===== src/rtl/branch_ctrl_if.sv =====
// ============================================================================
// branch_ctrl_if : ID-stage branch controller bus (decode, hazard, outputs)
// Rev 1.0
// ============================================================================
`default_nettype none

interface branch_ctrl_if #(
    parameter int AW  = 5,
    parameter int PCW = 32
);
    logic           id_valid;
    logic           id_is_branch;
    logic [2:0]     id_br_type;
    logic [AW-1:0]  id_rs;
    logic [AW-1:0]  id_rt;
    logic           id_uses_rt;
    logic [PCW-1:0] id_target;
    logic           ex_wr_en;
    logic [AW-1:0]  ex_wr_addr;
    logic           mem_wr_en;
    logic [AW-1:0]  mem_wr_addr;
    logic           mem_is_load;
    logic           wb_wr_en;
    logic [AW-1:0]  wb_wr_addr;
    logic           cmp_result;
    logic [2:0]     cmp_sel;
    logic [1:0]     fwd_a_sel;
    logic [1:0]     fwd_b_sel;
    logic           stall;
    logic           redirect;
    logic [PCW-1:0] redirect_pc;
    logic           squash_if;

    modport master (
        output id_valid, id_is_branch, id_br_type, id_rs, id_rt, id_uses_rt,
               id_target, ex_wr_en, ex_wr_addr, mem_wr_en, mem_wr_addr,
               mem_is_load, wb_wr_en, wb_wr_addr, cmp_result,
        input  cmp_sel, fwd_a_sel, fwd_b_sel, stall, redirect, redirect_pc,
               squash_if
    );

    modport slave (
        input  id_valid, id_is_branch, id_br_type, id_rs, id_rt, id_uses_rt,
               id_target, ex_wr_en, ex_wr_addr, mem_wr_en, mem_wr_addr,
               mem_is_load, wb_wr_en, wb_wr_addr, cmp_result,
        output cmp_sel, fwd_a_sel, fwd_b_sel, stall, redirect, redirect_pc,
               squash_if
    );
endinterface

`default_nettype wire


===== src/rtl/branch_ctrl.sv =====
// ============================================================================
// branch_ctrl : ID-stage branch sequencer (hazard stall, forwarding, redirect)
// Optional statistics counters enabled by macro BRANCH_STATS_EN.  Rev 1.0
// ============================================================================
`default_nettype none

module branch_ctrl #(
    parameter int AW  = 5,
    parameter int PCW = 32
) (
    input  logic         clk,
    input  logic         reset,
    branch_ctrl_if.slave bus
`ifdef BRANCH_STATS_EN
    ,
    output logic [31:0]  br_count,
    output logic [31:0]  taken_count,
    output logic [31:0]  stall_count
`endif
);

    typedef enum logic [1:0] {
        S_IDLE  = 2'd0,
        S_WAIT  = 2'd1,
        S_REDIR = 2'd2
    } state_t;

    localparam logic [1:0] FWD_RF  = 2'b00;
    localparam logic [1:0] FWD_MEM = 2'b01;
    localparam logic [1:0] FWD_WB  = 2'b10;

    state_t         state_q, state_d;
    logic           redirect_q, redirect_d;
    logic           squash_if_q, squash_if_d;
    logic [PCW-1:0] redirect_pc_q, redirect_pc_d;

    logic           br_in_id;
    logic           active;
    logic           haz_a, haz_b, hazard;
    logic           stall_w;
    logic           resolve_w;
    logic           taken_w;
    logic           type_ok;
    logic [1:0]     fwd_a_w, fwd_b_w;

    // r0 is hardwired to zero, so it can never match an in-flight writer.
    function automatic logic writer_hit(input logic [AW-1:0] r,
                                        input logic          en,
                                        input logic [AW-1:0] addr);
        return en && (r != {AW{1'b0}}) && (r == addr);
    endfunction

    function automatic logic [1:0] fwd_pick(input logic [AW-1:0] r,
                                            input logic          mem_alu_en,
                                            input logic [AW-1:0] mem_addr,
                                            input logic          wb_en,
                                            input logic [AW-1:0] wb_addr);
        logic [1:0] sel;
        sel = FWD_RF;
        if (writer_hit(r, mem_alu_en, mem_addr))
            sel = FWD_MEM;
        else if (writer_hit(r, wb_en, wb_addr))
            sel = FWD_WB;
        return sel;
    endfunction

    always_comb begin
        br_in_id = bus.id_valid && bus.id_is_branch;
        active   = (state_q != S_REDIR);

        haz_a = writer_hit(bus.id_rs, bus.ex_wr_en, bus.ex_wr_addr)
             || writer_hit(bus.id_rs, bus.mem_wr_en && bus.mem_is_load,
                           bus.mem_wr_addr);
        haz_b = bus.id_uses_rt
             && (writer_hit(bus.id_rt, bus.ex_wr_en, bus.ex_wr_addr)
              || writer_hit(bus.id_rt, bus.mem_wr_en && bus.mem_is_load,
                            bus.mem_wr_addr));
        hazard = haz_a || haz_b;

        fwd_a_w = fwd_pick(bus.id_rs, bus.mem_wr_en && !bus.mem_is_load,
                           bus.mem_wr_addr, bus.wb_wr_en, bus.wb_wr_addr);
        fwd_b_w = FWD_RF;
        if (bus.id_uses_rt)
            fwd_b_w = fwd_pick(bus.id_rt, bus.mem_wr_en && !bus.mem_is_load,
                               bus.mem_wr_addr, bus.wb_wr_en, bus.wb_wr_addr);

        // Codes 6/7 are undefined branch types and must never redirect.
        type_ok = (bus.id_br_type <= 3'd5);

        stall_w   = reset && br_in_id && hazard && active;
        resolve_w = br_in_id && !hazard && active;
        taken_w   = resolve_w && bus.cmp_result && type_ok;
    end

    always_comb begin
        state_d       = state_q;
        redirect_d    = 1'b0;
        squash_if_d   = 1'b0;
        redirect_pc_d = redirect_pc_q;

        case (state_q)
            S_IDLE, S_WAIT: begin
                if (!br_in_id) begin
                    state_d = S_IDLE;
                end else if (hazard) begin
                    state_d = S_WAIT;
                end else if (taken_w) begin
                    state_d       = S_REDIR;
                    redirect_d    = 1'b1;
                    squash_if_d   = 1'b1;
                    redirect_pc_d = bus.id_target;
                end else begin
                    state_d = S_IDLE;
                end
            end
            S_REDIR: begin
                // Delay-slot instruction sits in ID now; any branch there is ignored.
                state_d = S_IDLE;
            end
            default: begin
                state_d = S_IDLE;
            end
        endcase
    end

    always_ff @(posedge clk or negedge reset) begin
        if (!reset) begin
            state_q       <= S_IDLE;
            redirect_q    <= 1'b0;
            squash_if_q   <= 1'b0;
            redirect_pc_q <= {PCW{1'b0}};
        end else begin
            state_q       <= state_d;
            redirect_q    <= redirect_d;
            squash_if_q   <= squash_if_d;
            redirect_pc_q <= redirect_pc_d;
        end
    end

    // Combinational outputs are gated by reset so they drop as soon as it asserts.
    always_comb begin
        bus.cmp_sel     = (reset && br_in_id) ? bus.id_br_type : 3'd0;
        bus.fwd_a_sel   = reset ? fwd_a_w : FWD_RF;
        bus.fwd_b_sel   = reset ? fwd_b_w : FWD_RF;
        bus.stall       = stall_w;
        bus.redirect    = redirect_q;
        bus.squash_if   = squash_if_q;
        bus.redirect_pc = redirect_pc_q;
    end

`ifdef BRANCH_STATS_EN
    logic [31:0] br_count_q,    br_count_d;
    logic [31:0] taken_count_q, taken_count_d;
    logic [31:0] stall_count_q, stall_count_d;

    always_comb begin
        br_count_d    = br_count_q    + {31'd0, resolve_w};
        taken_count_d = taken_count_q + {31'd0, taken_w};
        stall_count_d = stall_count_q + {31'd0, stall_w};
    end

    always_ff @(posedge clk or negedge reset) begin
        if (!reset) begin
            br_count_q    <= 32'd0;
            taken_count_q <= 32'd0;
            stall_count_q <= 32'd0;
        end else begin
            br_count_q    <= br_count_d;
            taken_count_q <= taken_count_d;
            stall_count_q <= stall_count_d;
        end
    end

    assign br_count    = br_count_q;
    assign taken_count = taken_count_q;
    assign stall_count = stall_count_q;
`endif

endmodule

`default_nettype wire


===== src/flat_wrapper.sv =====
// flat-port wrapper written by rule: the top's interface ports become plain ports
module branch_ctrl_flat 
#(
    parameter int AW  = 5,
    parameter int PCW = 32
)
  (clk, reset, bus_id_valid, bus_id_is_branch, bus_id_br_type, bus_id_rs, bus_id_rt, bus_id_uses_rt, bus_id_target, bus_ex_wr_en, bus_ex_wr_addr, bus_mem_wr_en, bus_mem_wr_addr, bus_mem_is_load, bus_wb_wr_en, bus_wb_wr_addr, bus_cmp_result, bus_cmp_sel, bus_fwd_a_sel, bus_fwd_b_sel, bus_stall, bus_redirect, bus_redirect_pc, bus_squash_if);
  branch_ctrl_if #(.AW(AW), .PCW(PCW)) bus_i ();
  input  logic clk;
  input  logic reset;
  input wire logic [$bits(bus_i.id_valid)-1:0] bus_id_valid;
  input wire logic [$bits(bus_i.id_is_branch)-1:0] bus_id_is_branch;
  input wire logic [$bits(bus_i.id_br_type)-1:0] bus_id_br_type;
  input wire logic [$bits(bus_i.id_rs)-1:0] bus_id_rs;
  input wire logic [$bits(bus_i.id_rt)-1:0] bus_id_rt;
  input wire logic [$bits(bus_i.id_uses_rt)-1:0] bus_id_uses_rt;
  input wire logic [$bits(bus_i.id_target)-1:0] bus_id_target;
  input wire logic [$bits(bus_i.ex_wr_en)-1:0] bus_ex_wr_en;
  input wire logic [$bits(bus_i.ex_wr_addr)-1:0] bus_ex_wr_addr;
  input wire logic [$bits(bus_i.mem_wr_en)-1:0] bus_mem_wr_en;
  input wire logic [$bits(bus_i.mem_wr_addr)-1:0] bus_mem_wr_addr;
  input wire logic [$bits(bus_i.mem_is_load)-1:0] bus_mem_is_load;
  input wire logic [$bits(bus_i.wb_wr_en)-1:0] bus_wb_wr_en;
  input wire logic [$bits(bus_i.wb_wr_addr)-1:0] bus_wb_wr_addr;
  input wire logic [$bits(bus_i.cmp_result)-1:0] bus_cmp_result;
  output wire logic [$bits(bus_i.cmp_sel)-1:0] bus_cmp_sel;
  output wire logic [$bits(bus_i.fwd_a_sel)-1:0] bus_fwd_a_sel;
  output wire logic [$bits(bus_i.fwd_b_sel)-1:0] bus_fwd_b_sel;
  output wire logic [$bits(bus_i.stall)-1:0] bus_stall;
  output wire logic [$bits(bus_i.redirect)-1:0] bus_redirect;
  output wire logic [$bits(bus_i.redirect_pc)-1:0] bus_redirect_pc;
  output wire logic [$bits(bus_i.squash_if)-1:0] bus_squash_if;
  assign bus_i.id_valid = bus_id_valid;
  assign bus_i.id_is_branch = bus_id_is_branch;
  assign bus_i.id_br_type = bus_id_br_type;
  assign bus_i.id_rs = bus_id_rs;
  assign bus_i.id_rt = bus_id_rt;
  assign bus_i.id_uses_rt = bus_id_uses_rt;
  assign bus_i.id_target = bus_id_target;
  assign bus_i.ex_wr_en = bus_ex_wr_en;
  assign bus_i.ex_wr_addr = bus_ex_wr_addr;
  assign bus_i.mem_wr_en = bus_mem_wr_en;
  assign bus_i.mem_wr_addr = bus_mem_wr_addr;
  assign bus_i.mem_is_load = bus_mem_is_load;
  assign bus_i.wb_wr_en = bus_wb_wr_en;
  assign bus_i.wb_wr_addr = bus_wb_wr_addr;
  assign bus_i.cmp_result = bus_cmp_result;
  assign bus_cmp_sel = bus_i.cmp_sel;
  assign bus_fwd_a_sel = bus_i.fwd_a_sel;
  assign bus_fwd_b_sel = bus_i.fwd_b_sel;
  assign bus_stall = bus_i.stall;
  assign bus_redirect = bus_i.redirect;
  assign bus_redirect_pc = bus_i.redirect_pc;
  assign bus_squash_if = bus_i.squash_if;
  branch_ctrl #(.AW(AW), .PCW(PCW)) u_core (.clk(clk), .reset(reset), .bus(bus_i));
endmodule

===== config.mk =====
export PLATFORM = sky130hd
export DESIGN_NAME = branch_ctrl_flat
export DESIGN_NICKNAME = d
export VERILOG_FILES = /design/src/rtl/branch_ctrl_if.sv /design/src/rtl/branch_ctrl.sv /design/src/flat_wrapper.sv
export SDC_FILE = /design/constraint.sdc
export NUM_CORES = 1
export LEC_CHECK = 0
export CAP_MARGIN = 0
export CORE_UTILIZATION = 30
export CTS_CLUSTER_DIAMETER = 50
export DETAILED_ROUTE_END_ITERATION = 6
export PLACE_DENSITY = 0.72
export SYNTH_ARGS = -nofsm -noshare
export SYNTH_HDL_FRONTEND = slang
export SYNTH_SLANG_ARGS = --single-unit

===== constraint.sdc =====
create_clock -name clk -period 5.4 [get_ports clk]
set_input_delay 1.08 -clock clk [delete_from_list [all_inputs] [get_ports clk]]
set_output_delay 1.08 -clock clk [all_outputs]
set_load 0.005 [all_outputs]

Word-level counts from Yosys, hierarchy flattened

Index checks and enable logic that the tools add are counted.

Add/sub/neg operators: 0
Multiply operators: 0
Divide/modulo/power cells: 0
Order comparisons: 1
Equal/unequal tests: 8
Shift-type cells: 0
Muxes and demuxes: 16
Bitwise operators: 1
Reduce and logical (&&, ||, !) cells: 37

Operator list:

| cell                                                                   | number |
|---|---|
| 5-bit equality test                                                    | 6 |
| 1-bit logical AND                                                      | 27 |
| 2-bit 2-to-1 mux                                                       | 11 |
| 5-bit nonzero test                                                     | 2 |
| 1-bit 2-to-1 mux                                                       | 4 |
| 4-bit AND reduction                                                    | 1 |
| 3-bit less-or-equal comparator (second input constant)                 | 1 |
| 1-bit logical OR                                                       | 3 |
| 3-bit 2-to-1 mux                                                       | 1 |
| 2-bit by 1-bit equality test with 1-bit output (second input constant) | 1 |
| 1-bit zero test                                                        | 2 |
| 2-bit zero test                                                        | 1 |
| 2-bit inequality test (second input constant)                          | 1 |
| 2-bit OR reduction                                                     | 1 |
| 1-bit inverter                                                         | 1 |

Register bits after elaboration: 35
Bits in latches: 0
Memory bits (writable): 0
Bits in read-only memories: 0
Bits of input ports: 70
Output and inout bits: 42
Logic and storage cells: 66
Memories: 0

Depth between registers and ports, before layout

Gate-level depths: netlist of run 1.

Depth in word-level cells: 15
Mapped depth: 7
Mapped depth without buffers: 6

Worst setup path before layout of run 1

OpenSTA, ideal clock, no wires.

Path kind: input-to-output
Start: in bus_id_rt[0]
End: out bus_stall
Arrival: 2.357 ns
Data required time: 4.320 ns
Setup slack: 1.963 ns
Cell stages on the path: 5
Buffers on the path: 0
Path through: or4_1 -> o21ai_2 -> nor4_1 -> a2111oi_4 -> nor3_1

Longest elaborated chain between the ends: 8
Elaborated cells between the ends (all ways): 12
Classes of those cells: eq/ne (2); reduce/logical (10)

RTL lines:

| what                                | RTL line           | text |
|---|---|---|
| start, declared                     | flat_wrapper.sv:15 | `input wire logic [$bits(bus_i.id_rt)-1:0] bus_id_rt;` |
| 5-bit nonzero test                  | branch_ctrl.sv:50  | `return en && (r != {AW{1'b0}}) && (r == addr);` |
| 1-bit logical AND (2 in series)     | branch_ctrl.sv:50  |  |
| 1-bit logical OR (*)                | branch_ctrl.sv:76  | `\|\| writer_hit(bus.id_rt, bus.mem_wr_en && bus.mem_is_load,` |
| 1-bit logical AND (*)               | branch_ctrl.sv:75  | `&& (writer_hit(bus.id_rt, bus.ex_wr_en, bus.ex_wr_addr)` |
| 1-bit logical OR (*)                | branch_ctrl.sv:78  | `hazard = haz_a \|\| haz_b;` |
| 1-bit logical AND (*) (2 in series) | branch_ctrl.sv:90  | `stall_w = reset && br_in_id && hazard && active;` |
| end, declared                       | flat_wrapper.sv:29 | `output wire logic [$bits(bus_i.stall)-1:0] bus_stall;` |

Every way passes the cells marked *; elsewhere a longest branch is shown, timed or not.

Final worst setup path of run 1

Start: in bus_id_rs[2]
End: out bus_stall

Longest elaborated chain between the ends: 7
Elaborated cells between the ends (all ways): 11
Classes of those cells: eq/ne (2); reduce/logical (9)

RTL lines:

| what                                | RTL line           | text |
|---|---|---|
| start, declared                     | flat_wrapper.sv:14 | `input wire logic [$bits(bus_i.id_rs)-1:0] bus_id_rs;` |
| 5-bit nonzero test                  | branch_ctrl.sv:50  |  |
| 1-bit logical AND (2 in series)     | branch_ctrl.sv:50  |  |
| 1-bit logical OR (*)                | branch_ctrl.sv:72  | `\|\| writer_hit(bus.id_rs, bus.mem_wr_en && bus.mem_is_load,` |
| 1-bit logical OR (*)                | branch_ctrl.sv:78  |  |
| 1-bit logical AND (*) (2 in series) | branch_ctrl.sv:90  |  |

Marks and branches as above.

==> reports/results.ini, run 1 <==
[logic_synthesis]
synth_nets = 213
synth_cell_types = 26
synthTopCellsByArea = dfrtp_1 (45%), mux2_4 (23%), xnor2_1 (10%)
synth-simple-area-share = 0.1080
yosys_register_bits = 34
ys_seq_area_frac = 0.4480
synth-xor-area-share = 0.1383
synthAdderAreaFrac = 0
muxShareOfSynthArea = 0.2470
synth_top_cell_by_area = dfrtp_1
synth-compound-area-share = 0.03294
synth_top_family_by_area = multiplexers
netlist_instances = 143
yosys_warnings = 0
synth.avg_cell_area_sq_um = 13.28
synthDominantCellAreaShare = 0.4480
syn-cell-area_sq_um = 1899

[global_route]
grt_max_degree = 35
grt_pass1_vias = 1584
grt_pass1_wl_mm = 7.541
grtUsageTotal = 0.1516
antenna_found_initial = 0
overflow = 0

[clock_tree]
numCtsBuffers = 5
cts_setup_buffers = 0
path_clk_slew_ns = 0.06
cts_tree = done
ctsHoldBuffers = 0
ctsResizeCount = 0
cts_max_level = 2
cts_root_buf = clkbuf_8
clk-insertion-delay-late_ns = 0.28
cts.sinks = 34
clk_path_buf_depth = 2

[worst_setup_path]
cp_common_cell = clkdlybuf4s50_1
cp-end-kind = output pin
path_max_fanout = 4
path_buf_inv = 2
slowest_delay_ns = 0.58
worstPathCellList = clkdlybuf4s50_1, or4_1, nor2_1, nor4_1, a2111oi_4, nor3_1, clkdlybuf4s50_1
start_kind = input port
cp_slowest_cell = or4_1
critPathArrivalTime_ns = 3.46
cp.required_ns = 4.32
ff2ff_setup_slack_ns = 3.41
setup.worst_path.class = input port to output pin
critPathTopFamily = simple AND/OR/NAND/NOR gates

[cells_and_area]
area_growth_pct = 67.72
multi_input_area_sq_um = 999.7
final_area_sq_um = 3186
n_fill_cell = 532
drive_gt1_frac = 0.1737
regArea_sq_um = 850.8
final_common_cell = clkdlybuf4s50_1
fin_nets = 329
antenna_cells = 0
layout_common_cells = clkdlybuf4s50_1 (110), dfrtp_1 (34), mux2_4 (29)

[run]
drv_cap = 0

[sta]
max_slew.worst_pin.slew_ns = 0.6030
setup_tns_ns = 0
fmax_mhz = 220.5
hold_violations = 0
slew_viol_final = 0
hold_slack_ns = 0.5076
rsz0062_at_grt = false
slew_headroom = 0.5943
setup_violations = 0
fin_crit_sh = 0.8398
min_period_ns = 4.535
finalClockSkew_ns = 0.006602

[floorplan]
die_area_sq_um = 6654
start_util = 0.3152
rows = 28
die_y_um = 81.57
die_w_um = 81.57
coreArea_sq_um = 6026
boundaryPins = 112

[hold_path]
hp-class = register to register

[routing]
wl_mm = 4.861
avgRoutedWirePerCell_um = 14.55
ant_nets = 0
vias = 1543
vias_per_cell = 4.620
drc_errors = 0
drt_iter0_drc = 39
dr.pass1.iters = 5

[power_and_ir_drop]
fin_total_pwr_mw = 0.8897
ir_drop_mv = 0.1531
p_leak_nw = 1.349
power_density_nw_per_um2 = 279.3

[placement]
placed_cell_area_sq_um = 3073
hpwl_mm = 3.957
io_buffers = 111
place.gp.congestion = 0.8619

[run_status]
status = complete, no violations

==> power by group <==
group          switching [mW]  internal, mW  leakage [nW]
Combinational          0.0848         0.227         0.884
Sequential             0.0324         0.311         0.408
Clock                  0.0864         0.148        0.0573
Total                   0.204         0.686          1.35
==> worst register-to-register path: cells and delay by family (launching register included) <==
family	cells	cell delay, ns
buf+inv	1	0.43
simple gates	2	0.69
mux	1	0.31
flops	1	0.44
==> through the flow <==
step / utilization / setup WS (ns) / cells
floorplan: - / 1.963 / 143
global placement: 0.5100 / 0.9167 / 327
detailed placement: 0.5100 / 0.8525 / 327
CTS: 0.5287 / 0.8485 / 334
global route: 0.5287 / 0.6681 / 334
finish: 0.5287 / 0.8650 / 334
==> layer usage <==
layer,track usage,vias to the layer above,share of wire
met1,0.2026,733,0.44
met5,0,-,0
li1,-,737,-
met2,0.2367,63,0.47
met3,0.04222,10,0.069
met4,0.04737,0,0.014
==> sequential cells by signal (all words and copies together) (netlist names) <==
register	cells
u_core.bus.redirect	1
u_core.state_q	1
u_core.bus.redirect_pc	32
==> cell type report <==
type                    count  area share
clock buffers               6     0.02592
flip-flops and latches     34      0.2671
well taps                  75     0.02946
repair buffers            113      0.3519
multi-input cells         103      0.3138
clock inverters             1    0.009427
inverters                   2    0.002357
==> cell usage after synthesis <==
master and number:
dfrtp_1 34, mux2_4 29, xnor2_1 22, nand2_1 8, xor2_1 8, nor3_1 5
nand4_1 4, nor4_1 4, and3_1 3, buf_6 3, mux2_2 3, and2_1 2
inv_1 2, nor2_1 2, nor2b_1 2, or4_1 2, a2111oi_0 1, a2111oi_4 1
a211oi_1 1, buf_4 1, nand3_1 1, nand4_4 1, nor3b_1 1, o21ai_0 1
o21ai_1 1, o21ai_2 1
==> cell families after synthesis <==
logic type | count (synthesis)
flip-flops | 34
AND/OR/NAND/NOR | 35
XOR/XNOR | 30
buffers and inverters | 6
multiplexers | 32
AO/OA/AOI/OAI | 6
==> final timing paths <==
path                                           start                    endpoint  cells after the start
hold / removal             u_core.bus.redirect_pc[2]   u_core.bus.redirect_pc[2]                      1
setup reg to reg                 u_core.bus.redirect  u_core.bus.redirect_pc[19]                      4
max in group asynchronous                      reset  u_core.bus.redirect_pc[30]                      2
setup / recovery                        bus_id_rs[2]                   bus_stall                      7
hold reg to reg            u_core.bus.redirect_pc[2]   u_core.bus.redirect_pc[2]                      1
min in group asynchronous                      reset           u_core.state_q[0]                      1
Note: power is estimated with default switching activity, not from simulation.
==> run 2, diff against run 1 <==
- clock period: 5.4 -> 4.5 ns (I/O delays scaled with it)
==> reports/results.ini, run 2 (synthesis results as in run 1) <==
[run_status]
status = complete, no violations

[run]
drv_cap = 0

[worst_setup_path]
cp-end-kind = output pin
setup.worst_path.class = input port to output pin
startpoint = bus_id_rt[0]
path_max_fanout = 4
r2r_end = u_core.bus.redirect_pc[0]
regToRegStartpoint = u_core.bus.redirect
cp.required_ns = 3.60
worst-r2r-cell-count = 4
critPathArrivalTime_ns = 3.27
ff2ff_setup_slack_ns = 3.04
start_kind = input port
setup.worst_path.end = bus_stall

[cells_and_area]
fin_nets = 330
largest_reg_flops = 32
stdcell_count = 335
layout_common_cells = clkdlybuf4s50_1 (110), dfrtp_1 (34), mux2_4 (29)
area_growth_pct = 66.34
multi_input_area_sq_um = 999.7
antenna_cells = 0
regArea_sq_um = 850.8
drive_gt1_frac = 0.1769
n_fill_cell = 547
final_common_cell = clkdlybuf4s50_1

[sta]
slew_viol_final = 0
fmax_mhz = 239.7
setup_tns_ns = 0
setup_violations = 0
hold_violations = 0
slew_headroom = 0.6263
finalClockSkew_ns = 0.004124
fin_crit_sh = 0.9271
max_slew.worst_pin.slew_ns = 0.5554
rsz0062_at_grt = false
worst_slack_ns = 0.3282
min_period_ns = 4.172

[routing]
vias = 1506
drt_iter0_drc = 35
ant_nets = 0
wl_mm = 4.926
avgRoutedWirePerCell_um = 14.70
drc_errors = 0
vias_per_cell = 4.496
dr.pass1.iters = 4

[global_route]
grt_max_degree = 36
overflow = 0
antenna_found_initial = 0
grtUsageTotal = 0.1523
grt_pass1_wl_mm = 7.610
grt_pass1_vias = 1569

[placement]
io_buffers = 111
pre_cts_ws_ns = 0.3109
hpwl_mm = 4.015
dp.cells = 328
place.gp.congestion = 0.8091

[clock_tree]
path_clk_slew_ns = 0.07
clk_path_buf_depth = 2
cts_max_level = 2
cts_tree = done
cts_setup_buffers = 0
numCtsBuffers = 5
cts_root_buf = clkbuf_8
cts.sinks = 34
ctsResizeCount = 0
ctsHoldBuffers = 0
clk-insertion-delay-late_ns = 0.27

[power_and_ir_drop]
p_leak_nw = 1.340
power_density_nw_per_um2 = 315.4
fin_total_pwr_mw = 0.9966
ir_drop_mv = 0.1808

[floorplan]
boundaryPins = 112
coreArea_sq_um = 6026
start_util = 0.3152
die_w_um = 81.57
rows = 28
die_area_sq_um = 6654
die_y_um = 81.57

[hold_path]
hp-class = input port to async pin

==> run 2: changes by cell type in the layout (fill, tap and decap cells not counted), sizes merged <==
cell    previous run  this run
buf                3         4
bufinv             1         0
clkbuf             6         5
clkinv             0         2
==> run 2: layout make-up <==
class / count / share of cell area
inverters: 2 / 0.002376
clock inverters: 2 / 0.003168
clock buffers: 5 / 0.02178
multi-input cells: 103 / 0.3164
flip-flops and latches: 34 / 0.2693
well taps: 75 / 0.02970
repair buffers: 114 / 0.3572
==> run 2: how the worst min path moves through the flow <==
stage	from	to	slack (ns)	cells after the start
after detailed placement	u_core.bus.redirect_pc[19]	u_core.bus.redirect_pc[19]	0.49	1
after floorplan	u_core.bus.redirect	u_core.state_q[0]	0.50	1
final	reset	u_core.bus.redirect_pc[2]	0.44	1
after CTS	reset	u_core.state_q[0]	0.43	1
after global placement	u_core.bus.redirect_pc[26]	u_core.bus.redirect_pc[26]	0.49	1
after global routing	reset	u_core.bus.redirect_pc[2]	0.43	1
==> run 2: critical path, stage by stage <==
cell             delay [ns]
clkdlybuf4s50_1        0.51
or4_1                  0.58
o21ai_2                0.18
nor4_1                 0.11
a2111oi_4              0.42
nor3_1                 0.12
clkdlybuf4s50_1        0.46
==> run 2: per-layer routing <==
metal | track usage | share of wire | vias up
met5 | 0 | 0 | -
met4 | 0.03158 | 0.0063 | 0
met3 | 0.04111 | 0.063 | 4
met2 | 0.2450 | 0.48 | 55
met1 | 0.2047 | 0.45 | 709
li1 | - | - | 738
==> run 2: report_power, final <==
part	internal, mW	switching (mW)	leakage (nW)
clock network	0.104	0.105	0.0438
registers	0.374	0.0394	0.408
logic	0.272	0.102	0.888
total	0.750	0.247	1.34
==> run 2: through the flow <==
stage                     area [sq um]  hold slack [ns]  utilization
after floorplan                   1899           0.4964            -
after global placement            3080           0.4865       0.5112
after detailed placement          3080           0.4902       0.5112
after CTS                         3159           0.4341       0.5243
after global routing              3159           0.4290       0.5243
final                             3159           0.4449       0.5243
